===== src/rtl/sisc_pkg.sv =====
// sisc_pkg
// Shared definitions for the SISC core: default datapath widths, the fetch
// state encoding, and the opcode field layout used by fetch to spot HALT.
// The HALTED state and the is_halt helper are only used when the core is
// built with SISC_FETCH_HALT_EN defined.

package sisc_pkg;

  localparam int ADDR_W  = 16;
  localparam int INSTR_W = 32;

  // Opcode field occupies the top nibble of every instruction word.
  localparam int OPC_MSB = 31;
  localparam int OPC_LSB = 28;
  localparam int OPC_W   = OPC_MSB - OPC_LSB + 1;

  localparam logic [OPC_W-1:0] OPC_HALT = 4'hF;

  // Fetch FSM encoding, kept as plain constants so older tools and the
  // existing decode-side debug scripts can keep matching raw state values.
  typedef logic [2:0] fetch_state_t;

  localparam fetch_state_t ST_IDLE    = 3'd0;
  localparam fetch_state_t ST_REQ     = 3'd1;
  localparam fetch_state_t ST_HOLD    = 3'd2;
  localparam fetch_state_t ST_DISCARD = 3'd3;
  localparam fetch_state_t ST_HALTED  = 3'd4;

  function automatic logic is_halt(input logic [INSTR_W-1:0] instr);
    return instr[OPC_MSB:OPC_LSB] == OPC_HALT;
  endfunction

endpackage


===== src/rtl/sisc_pc.sv =====
// sisc_pc
// Program counter register for the fetch stage. Reset has top priority, then
// a branch load, then the post-fetch increment. The increment wraps naturally
// from all-ones back to zero.
//
// Ports:
//   clk     core clock, rising edge
//   rst     synchronous active-high reset, loads RESET_PC
//   load    load target into the PC this cycle
//   target  branch target address
//   inc     advance the PC by one word
//   pc      current program counter

module sisc_pc
  import sisc_pkg::*;
#(
  parameter int                    ADDR_W   = sisc_pkg::ADDR_W,
  parameter logic [ADDR_W-1:0]     RESET_PC = '0
) (
  input  logic              clk,
  input  logic              rst,
  input  logic              load,
  input  logic [ADDR_W-1:0] target,
  input  logic              inc,
  output logic [ADDR_W-1:0] pc
);

  always_ff @(posedge clk) begin
    if (rst) begin
      pc <= RESET_PC;
    end else if (load) begin
      pc <= target;
    end else if (inc) begin
      pc <= pc + 1'b1;
    end
  end

endmodule


===== src/rtl/sisc_fetch.sv =====
// sisc_fetch
// Instruction fetch stage of the SISC core. Requests one word at a time from
// instruction memory (req held until ack), latches it into the IR and offers
// it to decode with a valid/ready handshake. No prefetch: the next request
// only starts once decode has taken the current instruction. A taken branch
// from execute redirects the PC; a request already on the bus cannot be
// withdrawn, so its eventual ack is swallowed in DISCARD.
//
// Build option: define SISC_FETCH_HALT_EN to make opcode 4'hF stop fetch in a
// terminal HALTED state (left only by rst) and to add the 'halted' output.
//
// Ports:
//   clk, rst    core clock and synchronous active-high reset
//   imem_req    request to instruction memory, held until imem_ack
//   imem_addr   requested word address (the PC)
//   imem_ack    one-cycle pulse, imem_data valid
//   imem_data   returned instruction word
//   ir          instruction register presented to decode
//   ir_valid    ir holds an instruction not yet consumed
//   ir_ready    decode accepts ir this cycle
//   br_taken    execute redirects fetch this cycle
//   br_target   redirect address
//   halted      (SISC_FETCH_HALT_EN only) fetch stopped on HALT
//   pc_out      address of the instruction currently in ir

module sisc_fetch
  import sisc_pkg::*;
#(
  parameter int                ADDR_W   = sisc_pkg::ADDR_W,
  parameter int                INSTR_W  = sisc_pkg::INSTR_W,
  parameter logic [ADDR_W-1:0] RESET_PC = 16'h0000
) (
  input  logic               clk,
  input  logic               rst,
  output logic               imem_req,
  output logic [ADDR_W-1:0]  imem_addr,
  input  logic               imem_ack,
  input  logic [INSTR_W-1:0] imem_data,
  output logic [INSTR_W-1:0] ir,
  output logic               ir_valid,
  input  logic               ir_ready,
  input  logic               br_taken,
  input  logic [ADDR_W-1:0]  br_target,
`ifdef SISC_FETCH_HALT_EN
  output logic               halted,
`endif
  output logic [ADDR_W-1:0]  pc_out
);

  fetch_state_t      state;
  fetch_state_t      next_state;
  logic [ADDR_W-1:0] pc;
  logic              pc_load;
  logic              pc_inc;
  logic              capture;

  sisc_pc #(
    .ADDR_W   (ADDR_W),
    .RESET_PC (RESET_PC)
  ) u_pc (
    .clk    (clk),
    .rst    (rst),
    .load   (pc_load),
    .target (br_target),
    .inc    (pc_inc),
    .pc     (pc)
  );

  // Next-state and PC control. A branch always redirects the PC; whether the
  // FSM can go straight to REQ depends on whether a request is still in flight
  // without its ack.
  always_comb begin
    next_state = state;
    capture    = 1'b0;
    pc_inc     = 1'b0;
    pc_load    = br_taken;
    case (state)
      ST_IDLE: begin
        next_state = ST_REQ;
      end
      ST_REQ: begin
        if (br_taken) begin
          next_state = imem_ack ? ST_REQ : ST_DISCARD;
        end else if (imem_ack) begin
          next_state = ST_HOLD;
          capture    = 1'b1;
          pc_inc     = 1'b1;
        end
      end
      ST_HOLD: begin
        if (br_taken) begin
          next_state = ST_REQ;
        end else if (ir_ready) begin
`ifdef SISC_FETCH_HALT_EN
          next_state = is_halt(ir) ? ST_HALTED : ST_REQ;
`else
          next_state = ST_REQ;
`endif
        end
      end
      ST_DISCARD: begin
        if (imem_ack) begin
          next_state = ST_REQ;
        end
      end
`ifdef SISC_FETCH_HALT_EN
      ST_HALTED: begin
        next_state = ST_HALTED;
        pc_load    = 1'b0;
      end
`endif
      default: begin
        next_state = ST_IDLE;
      end
    endcase
  end

  // State, IR and handshake registers. ir_valid drops on consumption or on
  // any branch; a branch coinciding with ir_ready counts as one consumption.
  always_ff @(posedge clk) begin
    if (rst) begin
      state    <= ST_IDLE;
      ir       <= '0;
      ir_valid <= 1'b0;
      pc_out   <= '0;
    end else begin
      state <= next_state;
      if (capture) begin
        ir       <= imem_data;
        pc_out   <= pc;
        ir_valid <= 1'b1;
      end else if (br_taken || (state == ST_HOLD && ir_ready)) begin
        ir_valid <= 1'b0;
      end
    end
  end

  assign imem_req  = (state == ST_REQ) || (state == ST_DISCARD);
  assign imem_addr = pc;

`ifdef SISC_FETCH_HALT_EN
  assign halted = (state == ST_HALTED);
`endif

endmodule


===== config.mk =====
export PLATFORM = sky130hd
export DESIGN_NAME = sisc_fetch
export DESIGN_NICKNAME = d
export VERILOG_FILES = /design/src/rtl/sisc_pkg.sv /design/src/rtl/sisc_pc.sv /design/src/rtl/sisc_fetch.sv
export SDC_FILE = /design/constraint.sdc
export NUM_CORES = 1
export LEC_CHECK = 0
export ABC_AREA = 1
export CAP_MARGIN = 20
export CORE_MARGIN = 3
export CORE_UTILIZATION = 39
export DETAILED_ROUTE_END_ITERATION = 8
export GPL_ROUTABILITY_DRIVEN = 0
export HOLD_SLACK_MARGIN = 0.06
export PLACE_DENSITY = 0.76
export SETUP_SLACK_MARGIN = 0.15
export SLEW_MARGIN = 20
export SYNTH_ARGS = -nofsm -noshare
export SYNTH_HDL_FRONTEND = slang
export SYNTH_SLANG_ARGS = --single-unit

===== constraint.sdc =====
create_clock -name clk -period 1.3 [get_ports clk]
set_clock_uncertainty 0.1 [all_clocks]
set_input_delay 0.26 -clock clk [delete_from_list [all_inputs] [get_ports clk]]
set_output_delay 0.26 -clock clk [all_outputs]
set_load 0.005 [all_outputs]

Yosys cells after proc, flatten, opt, wreduce, memory -nomap -nowiden
Cells that the tools add are included.
{"block": "totals", "reg_bits": 68, "out_inout_bits": 66, "wordCells": 33}
{"block": "op_classes", "n_addsub": 1, "n_eq_ne": 6, "mux": 14, "reduce_logical": 7}
{"op": "two-way mux 16 bit", "n": 2}
{"op": "adder 16 x 1 -> 16 bit (second input constant)", "n": 1}
{"op": "two-way mux 3 bit", "n": 5}
{"op": "case mux 3 bit (4 select lines)", "n": 1}
{"op": "== test 3 x 2 -> 1 bit (second input constant)", "n": 2}
{"op": "!= test 3 bit (second input constant)", "n": 2}
{"op": "two-way mux 1 bit", "n": 5}
{"op": "nonzero test 2 bit", "n": 2}
{"op": "== test 3 x 1 -> 1 bit (second input constant)", "n": 1}
{"op": "zero test 3 bit", "n": 1}
{"op": "AND reduction 3 bit", "n": 1}
{"op": "logical OR 1 bit", "n": 2}
{"op": "two-way mux 2 bit", "n": 1}
{"op": "!= test 2 bit (second input constant)", "n": 1}
{"op": "logical AND 1 bit", "n": 1}

Logic depth before layout (Yosys ltp)
Gate-level depths: netlist of the first run.
{"block": "logic_depth", "ltp_word": 5, "mapped_depth": 9, "depth_no_buf": 9}

Cells and area by module
Synthesis of the first run repeated with hierarchy kept, for this count alone.
{"block": "hier_totals", "hier_cells": 386, "hier_area_um2": 2876.5}
{"module": "sisc_fetch", "instances": 1, "cells_per_inst": 238, "area_per_inst_um2": 1865.5}
{"module": "sisc_pc", "instances": 1, "cells_per_inst": 148, "area_per_inst_um2": 1011.0}

Worst setup path before layout of the first run
OpenSTA, ideal clock, no wires.
{"block": "synth_path", "kind": "register -> register", "start": "register u_pc.pc[0]", "end": "register u_pc.pc[14]", "arrival_time_ps": 1137, "t_required_ps": 1065, "slack_ps": -72, "stages_incl_launch_ff": 9, "path_buffers": 0, "period_less_slack_ps": 1372, "path_cell_list": "dfxtp_1 -> ha_1 -> nand2_1 -> inv_1 -> nand2_1 -> nor2_1 -> nand2_1 -> nand2_1 -> a21oi_1"}
{"block": "synth_between", "elab_chain_cells": 3}
{"item": "start: declaration", "line": "sisc_pc.sv:25", "rtl": "output logic [ADDR_W-1:0] pc"}
{"item": "start signal: assignment", "line": "sisc_pc.sv:32", "rtl": "pc <= target;"}
{"item": "start signal: assignment", "line": "sisc_pc.sv:34", "rtl": "pc <= pc + 1'b1;"}
{"item": "adder 16 x 1 -> 16 bit", "line": "sisc_pc.sv:34"}
{"item": "two-way mux 16 bit", "line": "sisc_pc.sv:33", "rtl": "end else if (inc) begin"}
{"item": "two-way mux 16 bit", "line": "sisc_pc.sv:31", "rtl": "end else if (load) begin"}
Every way passes these cells. The select of a mux whose other input is x is not followed.
A chain may end at the register's enable or synchronous reset.

Worst setup path in the final report of the first run
{"block": "layout_path", "start": "register u_pc.pc[10]", "end": "register u_pc.pc[15]"}
The elaborated chain is that of the path after synthesis.

==> results of run 1 <==
[placed cells by master, fill, tap and decap left out, drive strengths merged]
cell / instances
buf: 128
nor2: 95
dfxtp: 67
nand2: 55
o21ai: 52
clkdlybuf4s50: 51
inv: 36
a21oi: 27
nand3: 22
clkbuf: 13
nor3: 5
nand4: 4
a31oi: 3
o211ai: 3
o21bai: 3
xor2: 2
bufinv: 2
dlygate4sd2: 2
clkinv: 2
a211oi: 1
a21boi: 1
a22oi: 1
ha: 1
clkinvlp: 1
[flip-flops by register name (all words and copies together), names as in the netlist]
| name | count |
|---|---|
| state | 2 |
| u_pc.pc | 16 |
| ir_valid | 1 |
| pc_out | 16 |
| ir | 32 |
[logic make-up after synthesis]
group	synth area share
simple gates	0.272
compound gates	0.168
flops	0.457
buf+inv	0.0929
xor+xnor	0.00597
fa+ha+maj	0.00426
[what timing repair did]
action	4_1_cts	5_1_grt
setup endpoints to repair	133	133
setup buffers	25	7
gates resized for setup	365	66
pin swaps	7	11
cloned	1	1
[layer usage]
layer  GRT usage  vias up  part of all wire
li1            -     1643                 -
met1       0.270     1592              0.42
met2       0.371      174              0.47
met3      0.0593       40             0.080
met4       0.100        0             0.036
met5           0        -                 0
[stage by stage]
| stage | hold slack, ns | setup WS, ns | total power, mW | TNS, ns | instance area (sq um) |
|---|---|---|---|---|---|
| final | 0.374 | -0.167 | 5.33 | -2.12 | 5190 |
| after global routing | 0.395 | -0.236 | 5.56 | -6.98 | 5190 |
| after CTS | 0.367 | -0.0793 | 5.19 | -1.67 | 4840 |
| after detailed placement | 0.364 | -0.441 | 3.19 | -25.56 | 4490 |
| after global placement | 0.351 | -0.396 | 3.17 | -23.63 | 4490 |
| after floorplan | 0.306 | 0.0808 | 2.67 | 0 | 3050 |
[worst max path at each step]
| stage | start | to | depth (start not counted) |
|---|---|---|---|
| global placement | br_taken | u_pc.pc[8]$_SDFFE_PP0P_ | 7 |
| CTS | state[0]$_SDFFE_PP0P_ | u_pc.pc[8]$_SDFFE_PP0P_ | 8 |
| detailed placement | br_taken | u_pc.pc[8]$_SDFFE_PP0P_ | 7 |
| global route | state[0]$_SDFFE_PP0P_ | u_pc.pc[5]$_SDFFE_PP0P_ | 8 |
| floorplan | u_pc.pc[1]$_SDFFE_PP0P_ | u_pc.pc[10]$_SDFFE_PP0P_ | 7 |
| finish | u_pc.pc[10]$_SDFFE_PP0P_ | u_pc.pc[15]$_SDFFE_PP0P_ | 9 |
[Yosys cell counts, types with 2 or more instances]
library cell,count,area share
clkbuf_1,9,0.012
o21ai_1,4,0.0068
nand4_1,4,0.0085
buf_2,3,0.0051
o211ai_1,3,0.0077
nand2_1,52,0.066
o21ai_0,48,0.082
nor2_1,86,0.11
a21oi_1,25,0.043
nor2_4,5,0.019
o21bai_1,3,0.0077
nand2_2,2,0.0043
xor2_1,2,0.0060
inv_1,33,0.042
buf_6,5,0.019
a31oi_1,3,0.0064
buf_4,3,0.0077
a21oi_2,2,0.0060
nor2_2,4,0.0085
inv_2,2,0.0026
dfxtp_1,67,0.46
nor3_1,4,0.0068
nand3_1,22,0.038
[cell type report]
cell class,instances,area share
timing repair inverter,1,0.00121
clock inverter,4,0.0140
timing repair buffer,182,0.329
inverter,36,0.0289
sequential,67,0.279
tap,96,0.0232
multi-input combinational,275,0.295
clock buffer,12,0.0299
[tightest hold or removal path, delay by kind of cell (launching register included)]
family | cells | cell delay, ns
AND/OR/NAND/NOR | 1 | 0.06
AO/OA/AOI/OAI | 1 | 0.05
flip-flops | 1 | 0.32
[report_power, final]
part	internal, mW	total (mW)	switching (mW)
sequential	2.18	2.28	0.0947
clock	1.18	2.01	0.823
combinational	0.593	1.05	0.456
total	3.96	5.33	1.37
==> results.toml, run 1 <==
[status]
status = "complete, but fails checks"
violations = "setup timing"

[timing]
final.period_utilization = 1.13
tightest_slew_ns = 0.285
relSlewSlack = 0.810
hold_violations = 0
layout_min_cycle_time_ns = 1.47
slew_viol_final = 0
rsz0062_at_grt = "true"
setup_viol = 51
fin_ws_ns = -0.167
fmax_mhz = 681

[global_routing]
grt_pass1_wl_microns = 15300
grt_max_degree = 27
antenna_found_initial = 0
grt-ovfl-total = 0
grt_pass1_vias = 3246
grt_util_all_layers = 0.223

[critical_path]
crit_path_cell_trace = "buf_4 > nand2_2 > nor2_4 > inv_2 > nor2_2 > nand3_1 > nand3_1 > nand2_1 > inv_1"
reg2reg_to = "u_pc.pc[15]$_SDFFE_PP0P_"
worstPathArrival_ns = 1.66
required_ns = 1.49
reg2reg_slack_ns = -0.17
crit_type = "flop to flop"
cp_top_family = "simple AND/OR/NAND/NOR gates"
slowest_delay_ns = 0.35
worstPathMaxFanout = 6
cpMostUsedCell = "nand3_1"
rr_worst_depth = 9
critical_path_buf_inv_count = 3
cp-end-kind = "flop"
cp_slowest_cell = "dfxtp_2"
r2r-start = "u_pc.pc[10]$_SDFFE_PP0P_"
critPathLaunchType = "flop"

[hold_path]
hold_path_class = "flop to flop"
hold_depth = 2
hp-start = "pc_out[0]$_SDFFE_PP0P_"
whs_endpoint = "pc_out[0]$_SDFFE_PP0P_"

[layout]
diodes = 0
final_core_util = 0.735
multi_input_area_sq_um = 1530
nFillCells = 517
drive_gt1_frac = 0.482
seqCellArea_sq_um = 1450
area_growth_pct = 76.7
stdcell_count = 673
nets = 626

[synthesis]
ys_async_sr_fraction = 0
yosysSeqAreaShare = 0.457
syn_avg_cell_area_sq_um = 7.36
postSynthCellCount = 399
synth_edf_count = 0
syn_nets = 453
syn_area_sq_um = 2940
synth_seq_cells = 67
yosys_warnings = 0
synth_ff_type = "dfxtp_1"
synth_cell_type_count = 31

[clocking]
numClockSinks = 67
cts-root-buf = "clkbuf_8"
clockBufferDepth = 2
clk_latency_ns = 0.35
clkSlewWorstSetupHoldPaths_ns = 0.07
cts_htree_levels = 3
cts_tree = "yes"
cts_inserted_buffers = 9
cts_hold_buf = 0

[route]
drtIter0Drc = 212
drc = 0
wl_per_cell_microns = 15.6
routed_wl_microns = 10500
ant_nets = 0
drt-pass1-iter-count = 4
vias = 3449
detail_route.vias_per_cell = 5.12

[pwr]
powerDensity_nw_per_um2 = 1030
peakVddDrop_mv = 0.700
power_leakage_nw = 2.28

[die]
dieHeight_microns = 92.8
die_area_sq_um = 8600
fp.coreArea_sq_um = 7060
row_count = 30
dieWidth_microns = 92.8
io-pin-count = 119
start_util = 0.416

[placed_design]
port_buffers = 118
hpwl_microns = 6410
place_inst = 623

[run]
max_cap_violations = 0
Power figures use the tool's default switching activity.
==> run 2, diff against run 1 <==
--- a/config.mk
+++ b/config.mk
@@ -14,6 +14,7 @@
 export HOLD_SLACK_MARGIN = 0.06
 export PLACE_DENSITY = 0.76
 export SETUP_SLACK_MARGIN = 0.15
+export SKIP_CTS_REPAIR_TIMING = 1
 export SLEW_MARGIN = 20
 export SYNTH_ARGS = -nofsm -noshare
 export SYNTH_HDL_FRONTEND = slang
==> run 2 against run 1 <==
  * The run still ends with setup timing left
  * Flip-flop and latch count did not move
  * Core utilization fell by 0.14 points
  * Die area did not move
  * Largest cell class is now multi-input combinational cells
==> results.toml, run 2 (synthesized netlist as in run 1, its figures left out) <==
[clocking]
cts_htree_levels = 3
clk_latency_ns = 0.35
clockBufferDepth = 2
numClockSinks = 67
cts-root-buf = "clkbuf_8"
cts_inserted_buffers = 9
clkSlewWorstSetupHoldPaths_ns = 0.08
cts_tree = "yes"

[timing]
hold_violations = 0
slew_viol_final = 0
fmax_mhz = 677
relSlewSlack = 0.772
setup_viol = 61
tightest_slew_ns = 0.339
rsz0062_at_grt = "true"
layout_min_cycle_time_ns = 1.48
fin_ws_ns = -0.176
final.period_utilization = 1.14

[layout]
layout_commonest_cell = "nor2_1"
reg_top3 = "ir x32, pc_out x16, u_pc.pc x16"
final_core_util = 0.734
diodes = 0
final_cell_mix = "nor2_1 (76), dfxtp_2 (59), clkdlybuf4s50_1 (51)"
largest_reg_flops = 32
drive_gt1_frac = 0.483
nets = 618
largest_register = "ir"
area_growth_pct = 76.4

[critical_path]
worstPathMaxFanout = 5
crit_type = "flop to flop"
cp-end-kind = "flop"
crit_path_cell_trace = "buf_6 > ha_4 > nand2_4 > nor2_4 > nand2_1 > o21bai_1 > nand3_1 > a21oi_1"
required_ns = 1.47
reg2reg_to = "u_pc.pc[10]$_SDFFE_PP0P_"
critPathLaunchType = "flop"
critical_path_buf_inv_count = 1
cp_slowest_cell = "dfxtp_4"
reg2reg_slack_ns = -0.18
r2r-start = "u_pc.pc[0]$_SDFFE_PP0P_"
slowest_delay_ns = 0.36
cp_top_family = "simple AND/OR/NAND/NOR gates"
rr_worst_depth = 8
worstPathArrival_ns = 1.64

[route]
drtIter0Drc = 117
drc = 0
vias = 3401
drt-pass1-iter-count = 4
routed_wl_microns = 10500
wl_per_cell_microns = 15.8
detail_route.vias_per_cell = 5.11
ant_nets = 0

[global_routing]
antenna_found_initial = 0
grt_util_all_layers = 0.201
grt-ovfl-total = 0
grt_max_degree = 27
grt_pass1_vias = 2952
grt_pass1_wl_microns = 13900

[run]
max_cap_violations = 0

[hold_path]
hp-start = "ir[10]$_SDFFE_PP0P_"
whs_endpoint = "ir[10]$_SDFFE_PP0P_"
hold_path_class = "flop to flop"
hold_depth = 2

[die]
row_count = 30
dieWidth_microns = 92.8
die_area_sq_um = 8600
start_util = 0.416
dieHeight_microns = 92.8
io-pin-count = 119
fp.coreArea_sq_um = 7060

[pwr]
power_leakage_nw = 2.25
peakVddDrop_mv = 0.685
powerDensity_nw_per_um2 = 1020
power.total_mw = 5.30

[placed_design]
port_buffers = 118
hpwl_microns = 6410

[status]
status = "complete, but fails checks"
violations = "setup timing"
[run 2: cell count changes in the layout (fill, tap and decap cells not counted), moves of 4 or more]
cell	previous run	this run
buf_2	30	0
clkbuf_2	0	44
buf_4	42	35
nor2_4	9	13
o21ai_1	30	23
clkbuf_16	1	5
buf_6	49	27
[run 2: power breakdown]
part	internal (mW)	switching, mW
Clock	1.18	0.816
Sequential	2.18	0.100
Combinational	0.556	0.459
[run 2: per-layer routing]
layer	share of wire	wire [microns]	up-vias	global-route usage
li1	-	-	1630	-
met4	0.016	170	0	0.0720
met2	0.48	5020	160	0.326
met1	0.43	4490	1592	0.254
met3	0.081	850	19	0.0609
met5	0	0	-	0
[run 2: cell type report]
cell class,count,area (sq um)
Tap cell,96,120
Sequential cell,67,1450
Inverter,36,148
Multi-Input combinational cell,276,1610
Timing Repair inverter,1,11.3
Clock buffer,12,155
Clock inverter,4,72.6
Fill cell,521,1880
Timing Repair Buffer,173,1610
[run 2: stage by stage]
step | hold slack [ns] | std cells | TNS, ns | worst slack [ns] | instance area, sq um
2_1_floorplan | 0.306 | 399 | 0 | 0.0808 | 3050
3_3_place_gp | 0.351 | 623 | -23.63 | -0.396 | 4490
3_5_place_dp | 0.364 | 623 | -25.56 | -0.441 | 4490
4_1_cts | 0.374 | 639 | -20.09 | -0.403 | 4710
5_1_grt | 0.382 | 665 | -7.80 | -0.255 | 5180
6_report | 0.363 | 665 | -3.87 | -0.176 | 5180
[run 2: how the worst max path moves through the flow]
| stage | start | end | slack [ns] | cells past startpoint |
|---|---|---|---|---|
| after floorplan | u_pc.pc[1]$_SDFFE_PP0P_ | u_pc.pc[10]$_SDFFE_PP0P_ | 0.08 | 7 |
| after global placement | br_taken | u_pc.pc[8]$_SDFFE_PP0P_ | -0.40 | 7 |
| after detailed placement | br_taken | u_pc.pc[8]$_SDFFE_PP0P_ | -0.44 | 7 |
| after CTS | u_pc.pc[13]$_SDFFE_PP0P_ | imem_addr[13] | -0.40 | 1 |
| after global routing | u_pc.pc[0]$_SDFFE_PP0P_ | u_pc.pc[10]$_SDFFE_PP0P_ | -0.26 | 8 |
| final | u_pc.pc[0]$_SDFFE_PP0P_ | u_pc.pc[10]$_SDFFE_PP0P_ | -0.18 | 8 |
[run 2: tightest hold or removal path, cell delays in order, from the launching register on]
cell and delay [ns]:
dfxtp_2 0.33, nor2_1 0.04, nor2_1 0.07
